[config.mk]
export PLATFORM = sky130hd
export DESIGN_NAME = pipe_ctrl
export DESIGN_NICKNAME = d
export VERILOG_FILES = /design/src/rtl/pipe_ctrl.sv
export SDC_FILE = /design/constraint.sdc
export NUM_CORES = 1
export LEC_CHECK = 0
export CAP_MARGIN = 20
export CELL_PAD_IN_SITES_DETAIL_PLACEMENT = 0
export CELL_PAD_IN_SITES_GLOBAL_PLACEMENT = 2
export CORE_MARGIN = 2
export CORE_UTILIZATION = 23
export DETAILED_ROUTE_END_ITERATION = 8
export GPL_TIMING_DRIVEN = 0
export HOLD_SLACK_MARGIN = 0.03
export PLACE_DENSITY = 0.83
export SYNTH_ARGS = -nofsm -noshare
export SYNTH_HDL_FRONTEND = slang
export SYNTH_SLANG_ARGS = --single-unit
[constraint.sdc]
create_clock -name clk_i -period 2.55 [get_ports clk_i]
set_clock_uncertainty 0.2 [all_clocks]
set_input_delay 0.51 -clock clk_i [delete_from_list [all_inputs] [get_ports clk_i]]
set_output_delay 0.51 -clock clk_i [all_outputs]
set_load 0.03 [all_outputs]
[src/rtl/pipe_ctrl.sv]
// pipe_ctrl: stall merge and exception freeze/flush sequencer for the 5-stage pipeline.
// Optional stall watchdog enabled by defining PIPE_CTRL_WDT_EN.
module pipe_ctrl #(
  parameter int unsigned FLUSH_CYCLES = 1,
  parameter logic [31:0] EXC_VEC      = 32'hBFC0_0380,
  parameter int unsigned WDT_CYCLES   = 1023
) (
  input  logic        clk_i,
  input  logic        rst_ni,
  input  logic        stallreq_if_i,
  input  logic        stallreq_id_i,
  input  logic        stallreq_ex_i,
  input  logic        stallreq_mem_i,
  input  logic        exc_valid_i,
  input  logic        exc_eret_i,
  input  logic [31:0] exc_epc_i,
  output logic [5:0]  stall_o,
  output logic        flush_o,
  output logic [31:0] new_pc_o,
  output logic        busy_o,
  output logic        wdt_timeout_o
);

  typedef enum logic [2:0] {
    IDLE  = 3'd0,
    PEND  = 3'd1,
    FLUSH = 3'd2
  } state_t;

  localparam logic [2:0] FLUSH_LAST = 3'(FLUSH_CYCLES - 1);

  if (FLUSH_CYCLES < 1 || FLUSH_CYCLES > 7) begin : g_bad_flush_cycles
    $error("pipe_ctrl: FLUSH_CYCLES must be in 1..7");
  end
  if (WDT_CYCLES < 1 || WDT_CYCLES > 1023) begin : g_bad_wdt_cycles
    $error("pipe_ctrl: WDT_CYCLES must be in 1..1023");
  end

  state_t      state, state_next;
  logic [2:0]  flush_cnt, flush_cnt_next;
  logic [31:0] target;
  logic        accept;

  always_ff @(posedge clk_i or negedge rst_ni) begin
    if (!rst_ni) begin
      state     <= IDLE;
      flush_cnt <= 3'd0;
      target    <= 32'd0;
    end else begin
      state     <= state_next;
      flush_cnt <= flush_cnt_next;
      if (accept) begin
        target <= exc_eret_i ? exc_epc_i : EXC_VEC;
      end
    end
  end

  // Stall vector is gated by reset so an asserted reset masks live requests.
  always_comb begin
    state_next     = state;
    flush_cnt_next = flush_cnt;
    accept         = 1'b0;
    stall_o        = 6'b000000;
    flush_o        = 1'b0;
    busy_o         = 1'b0;

    case (state)
      IDLE: begin
        if (exc_valid_i) begin
          accept         = 1'b1;
          stall_o        = 6'b111111;
          flush_cnt_next = 3'd0;
          state_next     = stallreq_mem_i ? PEND : FLUSH;
        end else if (stallreq_mem_i) begin
          stall_o = 6'b011111;
        end else if (stallreq_ex_i) begin
          stall_o = 6'b001111;
        end else if (stallreq_id_i) begin
          stall_o = 6'b000111;
        end else if (stallreq_if_i) begin
          stall_o = 6'b000011;
        end
      end
      PEND: begin
        busy_o  = 1'b1;
        stall_o = 6'b111111;
        if (!stallreq_mem_i) begin
          state_next     = FLUSH;
          flush_cnt_next = 3'd0;
        end
      end
      FLUSH: begin
        busy_o  = 1'b1;
        flush_o = 1'b1;
        if (flush_cnt == FLUSH_LAST) begin
          state_next     = IDLE;
          flush_cnt_next = 3'd0;
        end else begin
          flush_cnt_next = flush_cnt + 3'd1;
        end
      end
      default: begin
        state_next     = IDLE;
        flush_cnt_next = 3'd0;
      end
    endcase

    if (!rst_ni) begin
      stall_o = 6'b000000;
    end
  end

  assign new_pc_o = target;

`ifdef PIPE_CTRL_WDT_EN
  localparam logic [9:0] WDT_LIMIT = 10'(WDT_CYCLES);

  logic [9:0] wdt_cnt;
  logic       wdt_flag;

  // Flag sets on the same edge the counter reaches the limit.
  always_ff @(posedge clk_i or negedge rst_ni) begin
    if (!rst_ni) begin
      wdt_cnt  <= 10'd0;
      wdt_flag <= 1'b0;
    end else if (stall_o != 6'b000000) begin
      if (wdt_cnt != WDT_LIMIT) begin
        wdt_cnt <= wdt_cnt + 10'd1;
      end
      if (wdt_cnt >= WDT_LIMIT - 10'd1) begin
        wdt_flag <= 1'b1;
      end
    end else begin
      wdt_cnt <= 10'd0;
    end
  end

  assign wdt_timeout_o = wdt_flag;
`else
  assign wdt_timeout_o = 1'b0;
`endif

endmodule

[Word level (Yosys, flattened, before mapping)]
Cells that the tools add are included.
Word-level totals
  logic and storage cells: 35
  output and inout bits: 41
  bits of input ports: 40
  bits in registers: 38
Operators by class
  reductions and logical operators: 5
  muxes and demuxes: 21
  eq/ne operators: 5
  add/subtract/negate cells: 1
Operators with widths (number)
  two-way mux 32 bit: 1
  two-way mux 3 bit: 7
  one-hot mux 3 bit (3 select lines): 2
  two-way mux 6 bit: 2
  one-hot mux 6 bit (2 select lines): 1
  logical NOT 3 bit: 2
  inequality test 2 bit, second input constant: 3
  two-way mux 5 bit: 1
  two-way mux 1 bit: 4
  two-way mux 2 bit: 2
  two-way mux 4 bit: 1
  adder 3 x 1 -> 3 bit, second input constant: 1
  equality test 3 x 1 -> 1 bit, second input constant: 1
  equality test 3 x 2 -> 1 bit, second input constant: 1
  AND reduction 3 bit: 1
  AND reduction 2 bit: 1
  OR reduction 2 bit: 1

[Longest topological paths before layout]
Gate-level depths: netlist of run 1.
  depth after elaboration: 7
  depth in mapped cells: 7
  mapped depth without buffers: 5

[Least setup slack after synthesis of run 1]
No wires, ideal clock.
  path type: register -> output
  start point: register state[1]
  end point: output stall_o[1]
  data arrival time: 1847 ps
  cell stages (with the launch flop): 7
  path buffers: 2
  required time: 1840 ps
  setup slack: -7 ps
  cell sequence: dfrtp_1 > inv_1 > ha_1 > clkbuf_1 > o21ai_0 > a21oi_1 > buf_4
On the way
  longest elaborated chain between the ends: 3
  elaborated cells between the ends (all ways): 4
  classes of those cells: eq/ne (1); mux (2); reduce/logical (1)
RTL lines
  from (decl): line 39  | state_t state, state_next;
  from (signal assigned): line 50  | state <= state_next;
  equality test 3 x 1 -> 1 bit or logical NOT 3 bit (tied branches): line 67  | case (state)
  one-hot mux 6 bit (2 select lines) (*): line 67
  two-way mux 6 bit (*): line 108  | if (!rst_ni) begin
  to (decl): line 17  | output logic [5:0] stall_o,
Mark *: on every way between the ends. The rest lies on a longest branch, timed or not.

[Worst setup path in the final report of run 1]
  start point: input stallreq_ex_i
  end point: output stall_o[3]
On the way
  longest elaborated chain between the ends: 5
RTL lines
  from (decl): line 12  | input logic stallreq_ex_i,
  two-way mux 4 bit: line 76  | end else if (stallreq_ex_i) begin
  two-way mux 5 bit: line 74  | end else if (stallreq_mem_i) begin
  two-way mux 6 bit: line 69  | if (exc_valid_i) begin
  one-hot mux 6 bit (2 select lines): line 67
  two-way mux 6 bit: line 108
Every way passes these cells.

==> flow_summary.json, run 1 <==
{
  "status": "complete, no violations",
  "internal-power_mw": 1.85,
  "reg2regPathDepth": 7,
  "pwr-share-seq_pct": 29.5,
  "power_mw": 3.34,
  "grt.total_usage_pct": 11.9,
  "num_vias": 1548,
  "worst_setup_path_end_kind": "output pin",
  "netlist_area_um2": 1740,
  "clock_latency_ns": 0.29,
  "clkPwrFrac_pct": 12.2,
  "tritoncts": "yes",
  "setup_violations": 0,
  "fin_crit_ns": 2.51,
  "drc": 0,
  "synth_top_area_share_pct": 53.3,
  "die-width_um": 90.9,
  "firstDrtPassIters": 4,
  "place_area_um2": 2670,
  "finalNonFillerCells": 379,
  "clkSinkCount": 37,
  "critPathKind": "in2out",
  "hp-class": "reg2reg",
  "coreArea_um2": 7290,
  "ys_seq_area_share_pct": 53.3,
  "syn_inst": 188,
  "critPathLaunchType": "input port",
  "worstReg2RegEnd": "new_pc_o[9]",
  "reg2reg_slack_ns": 0.81,
  "wl_mm": 4.66,
  "power.leakage_nw": 1.30,
  "dp_hpwl_mm": 3.36,
  "final_util_pct": 38.6,
  "overflow": 0,
  "finalSetupTns_ns": 0,
  "rsz0062_at_grt": "no",
  "vdd_drop_max_mv": 0.500,
  "pre_cts_ws_ns": -0.692,
  "routedWlPerCell_um": 12.3,
  "cp_data_arrival_time_ns": 1.80,
  "synth_fp_nets": 233,
  "hold_viol_final": 0,
  "htree_levels": 2,
  "period_share_pct": 98.5,
  "numCtsBuffers": 5,
  "regToRegStartpoint": "state[0]",
  "stdcell_area_um2": 2820,
  "start_util_pct": 23.8,
  "p_sw_mw": 1.49,
  "cts_max_path_buffers": 2,
  "slew_headroom_pct": 40.8,
  "required_ns": 1.84,
  "synthDistinctLibCells": 29,
  "die_h_um": 90.9,
  "holdPathStages": 2,
  "cp_max_fo": 2,
  "worst_pin_slew_ns": 0.886,
  "ant_nets": 0,
  "drtIter0Drc": 40,
  "syn_avg_cell_area_um2": 9.24,
  "rows": 31,
  "synth_area_leaders": "dfrtp_1 (53%), nand2_1 (9.5%), nand3_1 (5.8%)",
  "antenna_found_initial": 0,
  "worstSetupEndpoint": "stall_o[3]",
  "ioPinCount": 81,
  "ys_seq_elements": 37,
  "grt_max_degree": 20,
  "portBuffers": 79,
  "yosys_warnings": 0,
  "dp_cells": 367,
  "maxSlewViolCount": 0,
  "clockRootBuffer": "clkbuf_8",
  "power_frac_comb_pct": 58.3,
  "worstHoldStart": "new_pc_o[10]",
  "holdWs_ns": 0.266,
  "avgViaCountPerCell": 4.08,
  "clkTransAtPathRegs_ns": 0.07,
  "cp-startpoint": "stallreq_ex_i",
  "dieArea_um2": 8270,
  "fin_nets": 324,
  "diodes": 0,
  "fmax_mhz": 398,
  "cellPowerDensity_nw_per_um2": 1190,
  "drive_gt1_share_pct": 11.4,
  "timing.final.ws_setup_ns": 0.0383,
  "grt_pass1_vias": 1576,
  "max-cap-violations": 0,
  "swShare_pct": 44.7,
  "globalplace.congestion": 0.710,
  "areaGrowthSynthToFinish_pct": 62.1,
  "synth_top_area_cell": "dfrtp_1",
  "grt_pass1_wl_mm": 7.82
}
[cells in the mapped netlist, drive strengths merged]
library cell / count
a21oi: 4
nand2: 44
a221oi: 1
nand3b: 1
nand4b: 1
nand2b: 1
o21ai: 1
conb: 1
nor2: 13
clkbuf: 4
nor4bb: 1
and2b: 1
or3: 1
a31oi: 12
nor3: 1
mux2i: 3
nor2b: 1
ha: 5
dfrtp: 37
buf: 9
nand3: 20
o21a: 3
o22ai: 1
o221ai: 1
and2: 1
inv: 20
[worst max-delay path, cell delays in order]
cell,delay (ns)
clkdlybuf4s50_1,0.40
or3_4,0.35
a21oi_1,0.15
nor2b_1,0.06
clkdlybuf4s15_1,0.34
[worst min path at each step]
stage	to	slack [ns]
2_1_floorplan	flush_cnt[0]	0.01
3_3_place_gp	new_pc_o[18]	0.25
3_5_place_dp	new_pc_o[29]	0.12
4_1_cts	new_pc_o[10]	0.27
5_1_grt	new_pc_o[20]	0.30
6_report	new_pc_o[10]	0.27
[area by class of cell]
cell class,instances,area (um^2)
Timing Repair Buffer,85,833
Tap cell,99,124
Clock buffer,5,68.8
Clock inverter,3,17.5
Buffer,12,90.1
Fill cell,803,4470
Inverter,20,75.1
Multi-Input combinational cell,118,683
Sequential cell,37,926
[cell usage in the layout, fill, tap and decap left out, types with 2 or more instances in the layout]
cell type,instances
nand2_1,44
clkbuf_8,5
nand3_1,20
dlygate4sd2_1,3
nor2_1,13
inv_2,2
inv_1,18
buf_1,2
ha_1,3
o21a_1,3
clkbuf_1,3
mux2i_1,3
buf_6,3
a31oi_1,12
dfrtp_1,37
clkdlybuf4s50_1,69
clkinv_2,2
a21oi_1,3
buf_2,2
dlygate4sd3_1,3
ha_4,2
buf_4,6
[cells by family after synthesis]
kind of cell	share of synthesized area, %
simple gates	22.0
flops	53.3
buf+inv	9.72
compound gates	9.43
fa+ha+maj	3.60
mux	1.73
other cells	0.216
[power groups by stage]
stage | logic, mW | clock network (mW) | registers (mW)
floorplan | 0.636 | 0 | 1.48
global placement | 1.93 | 0 | 0.992
detailed placement | 1.94 | 0 | 0.998
CTS | 1.95 | 0.432 | 0.988
global route | 2.10 | 0.450 | 1.03
finish | 1.95 | 0.408 | 0.987
[what timing repair did]
action / in CTS / in global routing
gates resized for setup: 27 / 9
pin swaps: 1 / 1
buffers inserted: 0 / 2
setup endpoints to repair: 6 / 4
hold buffers: 3 / 0
hold endpoints to repair: 21 / 0
[registers in the layout (all words and copies together) (netlist names)]
register   flops
new_pc_o      32
flush_cnt      3
state          2
[per-layer routing]
metal	vias to the layer above	track usage [%]	routed length, um
met5	-	0	0
met3	5	3.51	234
li1	787	-	-
met4	0	3.41	53
met2	44	20.0	2310
met1	712	14.8	2060
Note: power is estimated with default switching activity, not from simulation.
==> run 2, diff against run 1 <==
CORE_UTILIZATION = 34   (was 23)
DONT_BUFFER_PORTS = 1   (was unset)
PLACE_DENSITY = 0.79   (was 0.83)
REMOVE_ABC_BUFFERS = 1   (was unset)
==> flow_summary.json, run 2 (synthesized netlist as in run 1, its figures left out) <==
{
  "status": "complete, no violations",
  "slew_headroom_pct": 52.0,
  "fmax_mhz": 405,
  "worst_pin_slew_ns": 0.719,
  "drive_gt1_share_pct": 10.6,
  "clkTransAtPathRegs_ns": 0.08,
  "grt_pass1_wl_mm": 5.88,
  "globalplace.congestion": 0.774,
  "stdcell_area_um2": 1950,
  "seq_area_um2": 926,
  "p_sw_mw": 1.38,
  "diodes": 0,
  "vdd_drop_max_mv": 0.429,
  "final_util_pct": 39.0,
  "clkSinkCount": 37,
  "setup_violations": 0,
  "numCtsBuffers": 5,
  "wl_mm": 3.78,
  "ant_nets": 0,
  "ioPinCount": 81,
  "dp_hpwl_mm": 2.71,
  "power_frac_comb_pct": 27.6,
  "critPathKind": "reg2out",
  "htree_levels": 2,
  "pwr-share-seq_pct": 54.4,
  "clock_latency_ns": 0.28,
  "grt_pass1_vias": 1220,
  "portBuffers": 0,
  "maxSlewViolCount": 0,
  "cellPowerDensity_nw_per_um2": 1440,
  "fin_crit_ns": 2.47,
  "die_h_um": 75.5,
  "start_util_pct": 34.7,
  "swShare_pct": 49.2,
  "die-width_um": 75.5,
  "tritoncts": "yes",
  "hold_viol_final": 0,
  "nFillCells": 529,
  "multi_input_comb_area_um2": 676,
  "fin_nets": 232,
  "power_mw": 2.81,
  "cp_data_arrival_time_ns": 1.76,
  "required_ns": 1.84,
  "rsz0062_at_grt": "no",
  "overflow": 0,
  "cts_max_path_buffers": 2,
  "drtIter0Drc": 38,
  "dieArea_um2": 5700,
  "reg2regPathDepth": 4,
  "holdPathStages": 1,
  "holdWs_ns": 0.106,
  "drc": 0,
  "max-cap-violations": 0,
  "clkPwrFrac_pct": 17.9,
  "firstDrtPassIters": 4,
  "largest_register_ffs": 32,
  "worst_setup_path_end_kind": "output pin",
  "finalSetupTns_ns": 0,
  "internal-power_mw": 1.43,
  "rows": 26,
  "clockRootBuffer": "clkbuf_8",
  "period_share_pct": 96.7,
  "routedWlPerCell_um": 14.6,
  "final_cell_mix": "nand2_1 (44), dfrtp_1 (37), nand3_1 (20)",
  "grt_max_degree": 38,
  "place_area_um2": 1770,
  "num_vias": 1233,
  "areaGrowthSynthToFinish_pct": 12.4,
  "coreArea_um2": 5010,
  "critPathLaunchType": "flop",
  "cp_max_fo": 8,
  "antenna_found_initial": 0,
  "avgViaCountPerCell": 4.78,
  "power.leakage_nw": 0.954,
  "grt.total_usage_pct": 14.0,
  "hp-class": "in2reg",
  "layout_commonest_cell": "nand2_1"
}
## run 2: cell count changes in the layout (fill, tap and decap cells not counted), sizes merged, moves of 2 or more
cell | previous run | this run
dlygate4sd3 | 3 | 1
clkdlybuf4s50 | 69 | 0
clkbuf | 10 | 5
clkdlybuf4s15 | 2 | 0
buf | 15 | 4
dlygate4sd2 | 3 | 0
## run 2: path summary, 6_finish.rpt
kind / from / end / slack [ns]
worst max-delay path: state[0] / stall_o[0] / 0.08
worst max register to register: state[0] / state[1] / 0.72
worst min-delay path: exc_eret_i / new_pc_o[24] / 0.11
min in group asynchronous: rst_ni / new_pc_o[19] / 0.48
max in group asynchronous: rst_ni / state[0] / 1.47
worst min register to register: flush_cnt[0] / flush_cnt[0] / 0.37
## run 2: power groups by stage
stage	clock network, mW	logic (mW)	registers, mW
2_1_floorplan	0	0.555	1.48
3_3_place_gp	0	0.623	1.53
3_5_place_dp	0	0.705	1.54
4_1_cts	0.530	0.746	1.54
5_1_grt	0.553	0.863	1.57
6_report	0.503	0.776	1.53
## run 2: layer usage
layer	track usage, %	up-vias	wire (um)
met5	0	-	0
met4	5.26	0	38
met3	6.22	4	311
met2	24.0	49	1950
met1	15.3	576	1480
li1	-	604	-
## run 2: final cells by class
| type | instances | area share (%) |
|---|---|---|
| Clock inverter | 3 | 2.24 |
| Clock buffer | 5 | 3.52 |
| Timing Repair Buffer | 5 | 3.91 |
| Inverter | 20 | 3.84 |
| Tap cell | 70 | 4.48 |
| Sequential cell | 37 | 47.4 |
| Multi-Input combinational cell | 118 | 34.6 |
## run 2: repair_timing
action,in CTS,in global routing
pin swaps,0,1
gates resized for setup,7,3
gates cloned,0,0
buffers inserted,0,1
hold endpoints to repair,37,0
hold buffers,2,0
endpoints found under the setup margin,3,2
## run 2: critical path, stage by stage, from the launching register on
cell and delay (ns):
dfrtp_1 0.42, inv_1 0.15, ha_4 0.19, o21ai_0 0.13, a21oi_2 0.38, buf_6 0.20
## run 2: through the flow
step	instances	worst slack, ns
6_report	258	0.0835
5_1_grt	258	0.00405
4_1_cts	257	0.00464
3_5_place_dp	247	-0.0391
3_3_place_gp	245	-0.415
2_1_floorplan	175	-0.0717
